## src/rtl/nanosoc_bootrom_ahb_gate.sv

```systemverilog
// AHB-Lite gate in front of the CPU 0 bootrom: forwards legal reads, answers the rest with ERROR.
// Optional statistics ports ERR_COUNT/ERR_ADDR are built when NANOSOC_BOOTROM_GATE_STATS_EN is defined.
module nanosoc_bootrom_ahb_gate #(
  parameter int SYS_DATA_W     = 32,
  parameter int BOOTROM_ADDR_W = 10
) (
  input  logic                      HCLK,
  input  logic                      HRESETn,
  input  logic                      HSELS,
  input  logic [BOOTROM_ADDR_W-1:0] HADDRS,
  input  logic [1:0]                HTRANSS,
  input  logic [2:0]                HSIZES,
  input  logic                      HWRITES,
  input  logic [SYS_DATA_W-1:0]     HWDATAS,
  input  logic                      HREADYS,
  output logic                      HREADYOUTS,
  output logic [SYS_DATA_W-1:0]     HRDATAS,
  output logic                      HRESPS,
  output logic                      HSELM,
  output logic [BOOTROM_ADDR_W-1:0] HADDRM,
  output logic [1:0]                HTRANSM,
  output logic [2:0]                HSIZEM,
  output logic                      HWRITEM,
  output logic                      HREADYM,
  input  logic                      HREADYOUTM,
  input  logic [SYS_DATA_W-1:0]     HRDATAM,
  input  logic                      HRESPM,
  input  logic                      BOOT_LOCK,
  output logic                      LOCKED
`ifdef NANOSOC_BOOTROM_GATE_STATS_EN
  ,
  output logic [7:0]                ERR_COUNT,
  output logic [BOOTROM_ADDR_W-1:0] ERR_ADDR
`endif
);

  typedef enum logic [1:0] {
    ST_IDLE,
    ST_FWD,
    ST_ERR1,
    ST_ERR2
  } state_t;

  state_t state_q;
  state_t state_d;
  logic   locked_q;
  logic   accept;
  logic   size_bad;
  logic   align_bad;
  logic   reject;
  logic   unused_wdata;

  // The bootrom is read-only, so write data is never looked at.
  assign unused_wdata = ^HWDATAS;

  assign accept    = HSELS & HTRANSS[1] & HREADYS;
  assign size_bad  = (HSIZES > 3'd2);
  assign align_bad = ((HSIZES == 3'd2) && (HADDRS[1:0] != 2'b00)) ||
                     ((HSIZES == 3'd1) && HADDRS[0]);
  assign reject    = HWRITES | size_bad | align_bad | locked_q;

  assign HSELM   = HSELS & ~reject;
  assign HADDRM  = HADDRS;
  assign HTRANSM = HTRANSS;
  assign HSIZEM  = HSIZES;
  assign HWRITEM = 1'b0;
  assign HREADYM = HREADYS;
  assign LOCKED  = locked_q;

  always_ff @(posedge HCLK or negedge HRESETn) begin
    if (!HRESETn) begin
      state_q  <= ST_IDLE;
      locked_q <= 1'b0;
    end else begin
      state_q  <= state_d;
      locked_q <= locked_q | BOOT_LOCK;
    end
  end

  // ERR1 always advances; a stalled bootrom holds FWD; otherwise a ready bus samples a new address phase.
  always_comb begin
    state_d = state_q;
    if (state_q == ST_ERR1) begin
      state_d = ST_ERR2;
    end else if ((state_q == ST_FWD) && !HREADYOUTM) begin
      state_d = ST_FWD;
    end else if (HREADYS) begin
      if (accept && !reject) begin
        state_d = ST_FWD;
      end else if (accept) begin
        state_d = ST_ERR1;
      end else begin
        state_d = ST_IDLE;
      end
    end
  end

  always_comb begin
    HREADYOUTS = 1'b1;
    HRESPS     = 1'b0;
    HRDATAS    = '0;
    case (state_q)
      ST_FWD: begin
        HREADYOUTS = HREADYOUTM;
        HRESPS     = HRESPM;
        HRDATAS    = HRDATAM;
      end
      ST_ERR1: begin
        HREADYOUTS = 1'b0;
        HRESPS     = 1'b1;
      end
      ST_ERR2: begin
        HREADYOUTS = 1'b1;
        HRESPS     = 1'b1;
      end
      default: begin
        HREADYOUTS = 1'b1;
        HRESPS     = 1'b0;
      end
    endcase
  end

`ifdef NANOSOC_BOOTROM_GATE_STATS_EN
  logic [7:0]                err_count_q;
  logic [BOOTROM_ADDR_W-1:0] err_addr_q;

  // ERR1 lasts exactly one cycle, so every cycle heading into it is a fresh entry.
  always_ff @(posedge HCLK or negedge HRESETn) begin
    if (!HRESETn) begin
      err_count_q <= 8'h00;
      err_addr_q  <= '0;
    end else if (state_d == ST_ERR1) begin
      if (err_count_q != 8'hFF) begin
        err_count_q <= err_count_q + 8'h01;
      end
      err_addr_q <= HADDRS;
    end
  end

  assign ERR_COUNT = err_count_q;
  assign ERR_ADDR  = err_addr_q;
`else
  // Statistics disabled: no error counter or address capture is built.
`endif

endmodule

```

## config.mk

```make
export PLATFORM = sky130hd
export DESIGN_NAME = nanosoc_bootrom_ahb_gate
export DESIGN_NICKNAME = d
export VERILOG_FILES = /design/src/rtl/nanosoc_bootrom_ahb_gate.sv
export SDC_FILE = /design/constraint.sdc
export NUM_CORES = 1
export LEC_CHECK = 0
export CORE_UTILIZATION = 18
export DETAILED_ROUTE_END_ITERATION = 10
export GPL_TIMING_DRIVEN = 0
export PLACE_DENSITY = 0.92
export SLEW_MARGIN = 10
export SYNTH_ARGS = -nofsm -noshare
export SYNTH_HDL_FRONTEND = slang
export SYNTH_SLANG_ARGS = --single-unit
```

## constraint.sdc

```tcl
create_clock -name HCLK -period 1.9 [get_ports HCLK]
set_input_delay 0.38 -clock HCLK [delete_from_list [all_inputs] [get_ports HCLK]]
set_output_delay 0.38 -clock HCLK [all_outputs]
set_load 0.005 [all_outputs]
```

### Word-level counts from Yosys, hierarchy flattened

Index checks and enable logic that the tools add are counted.

* order comparisons: 1
* mux-type cells: 8
* reduce and logical (&&, ||, !) cells: 10
* bitwise operators: 8
* equality and inequality tests: 5

Operator list (number)
* 32-bit 2-to-1 mux: 1
* 2-bit 2-to-1 mux: 5
* 2-bit equality test, second input constant: 2
* 1-bit logical AND: 4
* 1-bit bitwise OR: 4
* 1-bit case mux with 2 select lines: 2
* 1-bit AND: 3
* 3-bit by 1-bit equality test with 1-bit output, second input constant: 1
* 3-bit by 2-bit equality test with 1-bit output, second input constant: 1
* 3-bit by 2-bit > comparator with 1-bit output, second input constant: 1
* 3-bit nonzero test: 1
* 2-bit by 1-bit equality test with 1-bit output, second input constant: 1
* 1-bit zero test: 2
* 2-bit nonzero test: 1
* 2-bit OR reduction: 1
* 1-bit logical OR: 1
* 1-bit NOT: 1

* register bits after elaboration: 3
* input port bits: 87
* logic and storage cells: 34
* output and inout port bits: 53

### Logic depth before layout (Yosys ltp)

* word-level depth: 11
* gate-level depth with buffers: 4
* depth with buffers taken out: 3

### Worst setup path after synthesis

No wires, ideal clock.

* path kind: register to output
* start point: register state_q[1]
* end point: output port HRDATAS[21]
* stages on the path, launching flop included: 4
* arrival time: 0.845 ns
* path buffers: 1
* slack: 0.675 ns
* cell sequence: dfrtp_1 > nor2_4 > buf_6 > and2_2

* longest elaborated chain between the ends: 2

Ends and longest elaborated chain
* start, declared: RTL line 44 `state_t state_q;`
* start signal, assigned: RTL line 75 `state_q <= state_d;`
* 2-bit by 1-bit equality test with 1-bit output: RTL line 102 `case (state_q)`
* 32-bit 2-to-1 mux: RTL line 102
* end, declared: RTL line 17 `output logic [SYS_DATA_W-1:0] HRDATAS,`

Every way passes these cells.

### Final worst setup path

* start point: input port HTRANSS[1]
* end point: output port HTRANSM[1]

RTL lines
* start, declared: RTL line 11 `input logic [1:0] HTRANSS,`
* end, declared: RTL line 21 `output logic [1:0] HTRANSM,`

No word-level cell between the ends.

==> flow_metrics.env <==
export IMPL_status="complete, no violations"
export IMPL_hold_violations=0
export IMPL_cts_sinks=3
export IMPL_diodes=0
export IMPL_dr_pass1_iters=6
export IMPL_synthArstFlopShare_pct=100
export IMPL_final_area_mm2=0.00165
export IMPL_path_clk_slew_ns=0.04
export IMPL_vdd_ir_drop_max_v=0.000579
export IMPL_synth_flop_cell="dfrtp_1"
export IMPL_crit_fanout=2
export IMPL_grt_pass1_wl_um=3200
export IMPL_p_per_area_mw_per_mm2=711
export IMPL_io_pins=140
export IMPL_ys_types=20
export IMPL_clock_latency_ns=0.24
export IMPL_dieArea_mm2=0.00343
export IMPL_hold_ws_ns=0.326
export IMPL_ys_warnings_count=0
export IMPL_start_kind="primary input"
export IMPL_synth_cells=73
export IMPL_antenna_found_initial=0
export IMPL_cts_buffer_depth=2
export IMPL_final_util_pct=53.9
export IMPL_setup_viol=0
export IMPL_drv_slew=0
export IMPL_die_h_um=58.6
export IMPL_initial_core_util_pct=18.9
export IMPL_dp_hpwl_um=1900
export IMPL_gr_total_overflow=0
export IMPL_gp_congestion=0.654
export IMPL_num_rows=20
export IMPL_grt_max_degree=11
export IMPL_num_vias=856
export IMPL_avgViaCountPerCell=3.82
export IMPL_period_share_pct=97.6
export IMPL_grt_use_total_pct=12.0
export IMPL_placed_cell_area_mm2=0.00160
export IMPL_die_x_um=58.6
export IMPL_setup_tns_ns=0
export IMPL_avgSynthCellArea_um2=7.90
export IMPL_min_path_type="in -> async"
export IMPL_area_growth_pct=185
export IMPL_drt_iter0_drc=9
export IMPL_root_buffer="clkbuf_4"
export IMPL_syn_nets=160
export IMPL_regArea_um2=76.3
export IMPL_fin_nets=268
export IMPL_skew_ns=0.00278
export IMPL_critPathArrivalTime_ns=1.47
export IMPL_p_leak_nw=0.831
export IMPL_max_freq_ghz=0.539
export IMPL_required_ns=1.52
export IMPL_grt_pass1_vias=752
export IMPL_postRouteAntennaNets=0
export IMPL_worstSetupPathType="in -> out"
export IMPL_drc=0
export IMPL_ctsHtreeMaxLevel=1
export IMPL_min_period_ns=1.85
export IMPL_fillCellCount=315
export IMPL_finalWirelength_um=2210
export IMPL_drv_cap=0
export IMPL_numCtsBuffers=3
export IMPL_io_buffer_count=97
export IMPL_synth_seq_cells=3
export IMPL_multiInputGateArea_um2=338
export IMPL_end_kind="primary output"
export IMPL_synth_area_um2=577
export IMPL_avgRoutedWirePerCell_um=9.84
export IMPL_synth_edf_count=0
export IMPL_cts_tree="done"
export IMPL_ys_seq_area_share_pct=13.0
export IMPL_core_area_mm2=0.00305
export IMPL_final_layout_size_suffix_gt1_share_pct=32.8
[synth_stat cells, types with 2 or more instances]
cell type,number,area (um^2)
and2_2,22,165
buf_4,17,128
and2_1,10,62.6
buf_6,3,33.8
dfrtp_1,3,75.1
nand3_1,2,10.0
nor2_1,2,7.51
o21ai_0,2,10.0
[cell families (layout without fill, tap and decap cells)]
logic type	count (synthesis)	in the layout	synth area share [%]
other cells	1	1	0.650
flops	3	3	13.0
simple gates	41	41	49.2
compound gates	6	6	7.81
buf+inv	22	129	29.3
[stage by stage]
stage	cells	power (mW)	worst slack, ns
6_report	224	1.17	0.0455
5_1_grt	224	1.27	-0.00403
4_1_cts	221	1.14	0.0304
3_5_place_dp	214	1.12	-0.224
3_3_place_gp	214	1.11	-0.257
2_1_floorplan	73	0.532	0.675
[power breakdown]
part	internal [mW]	switching [mW]
Combinational	0.631	0.323
Sequential	0.0860	0.0154
Clock	0.0789	0.0363
[layout make-up]
class                      instances  area share, %
timing repair buffer             103           59.6
multi-input combinational         48           20.5
buffer                            20           9.81
sequential                         3           4.64
tap                               44           3.35
clock buffer                       4           1.60
inverter                           2          0.456
[timing repair]
action | 4_1_cts | 5_1_grt
pin swaps | 2 | 1
hold buffers | 0 | 0
endpoints found under the setup margin | 35 | 4
buffers inserted | 3 | 3
resized for setup | 37 | 3
[worst max-delay path, stage by stage]
cell and delay, ns:
clkdlybuf4s50_1 0.50, buf_4 0.11, clkdlybuf4s50_1 0.49
[routing by layer]
layer  wire length (um)  up-vias  track usage, %
met3                159        2            2.64
met5                  0        -               0
met2               1230       48            22.0
met4                 14        0            4.08
li1                   -      422               -
met1                803      384            13.8
[path summary, 6_finish.rpt]
kind | from | end | slack (ns) | depth (start not counted)
max | HTRANSS[1] | HTRANSM[1] | 0.05 | 3
min | HRESETn | state_q[0] | 0.33 | 1
max reg2reg | state_q[1] | state_q[1] | 0.72 | 4
min reg2reg | LOCKED | LOCKED | 0.55 | 1
max in group asynchronous | HRESETn | state_q[1] | 1.41 | 1
min in group HCLK | LOCKED | LOCKED | 0.55 | 1
[state kept, by name, indices dropped and copies added (netlist names)]
register,count
LOCKED,1
state_q,2
[cell usage in the layout (no fill, tap or decap)]
cell type        netlist  final
nor3_2                 0      1
buf_6                  3      3
nor2_1                 2      2
and2_2                22     22
dfrtp_2                0      1
dlymetal6s2s_1         0      2
o21ai_1                0      2
or2_2                  1      1
clkdlybuf4s50_1        0     62
nand2_1                1      1
clkbuf_1               0      1
a21o_2                 1      1
nor2_4                 1      1
nand3_1                2      2
buf_4                 17     23
clkdlybuf4s15_1        0      1
dlygate4sd2_1          0     32
clkbuf_4               0      3
and2_1                10     10
nor3b_2                1      1
inv_1                  1      1
o221ai_1               1      1
conb_1                 1      1
a22o_1                 1      1
dfrtp_1                3      2
inv_2                  1      1
a21oi_2                1      1
Note: power is estimated with default switching activity, not from simulation.
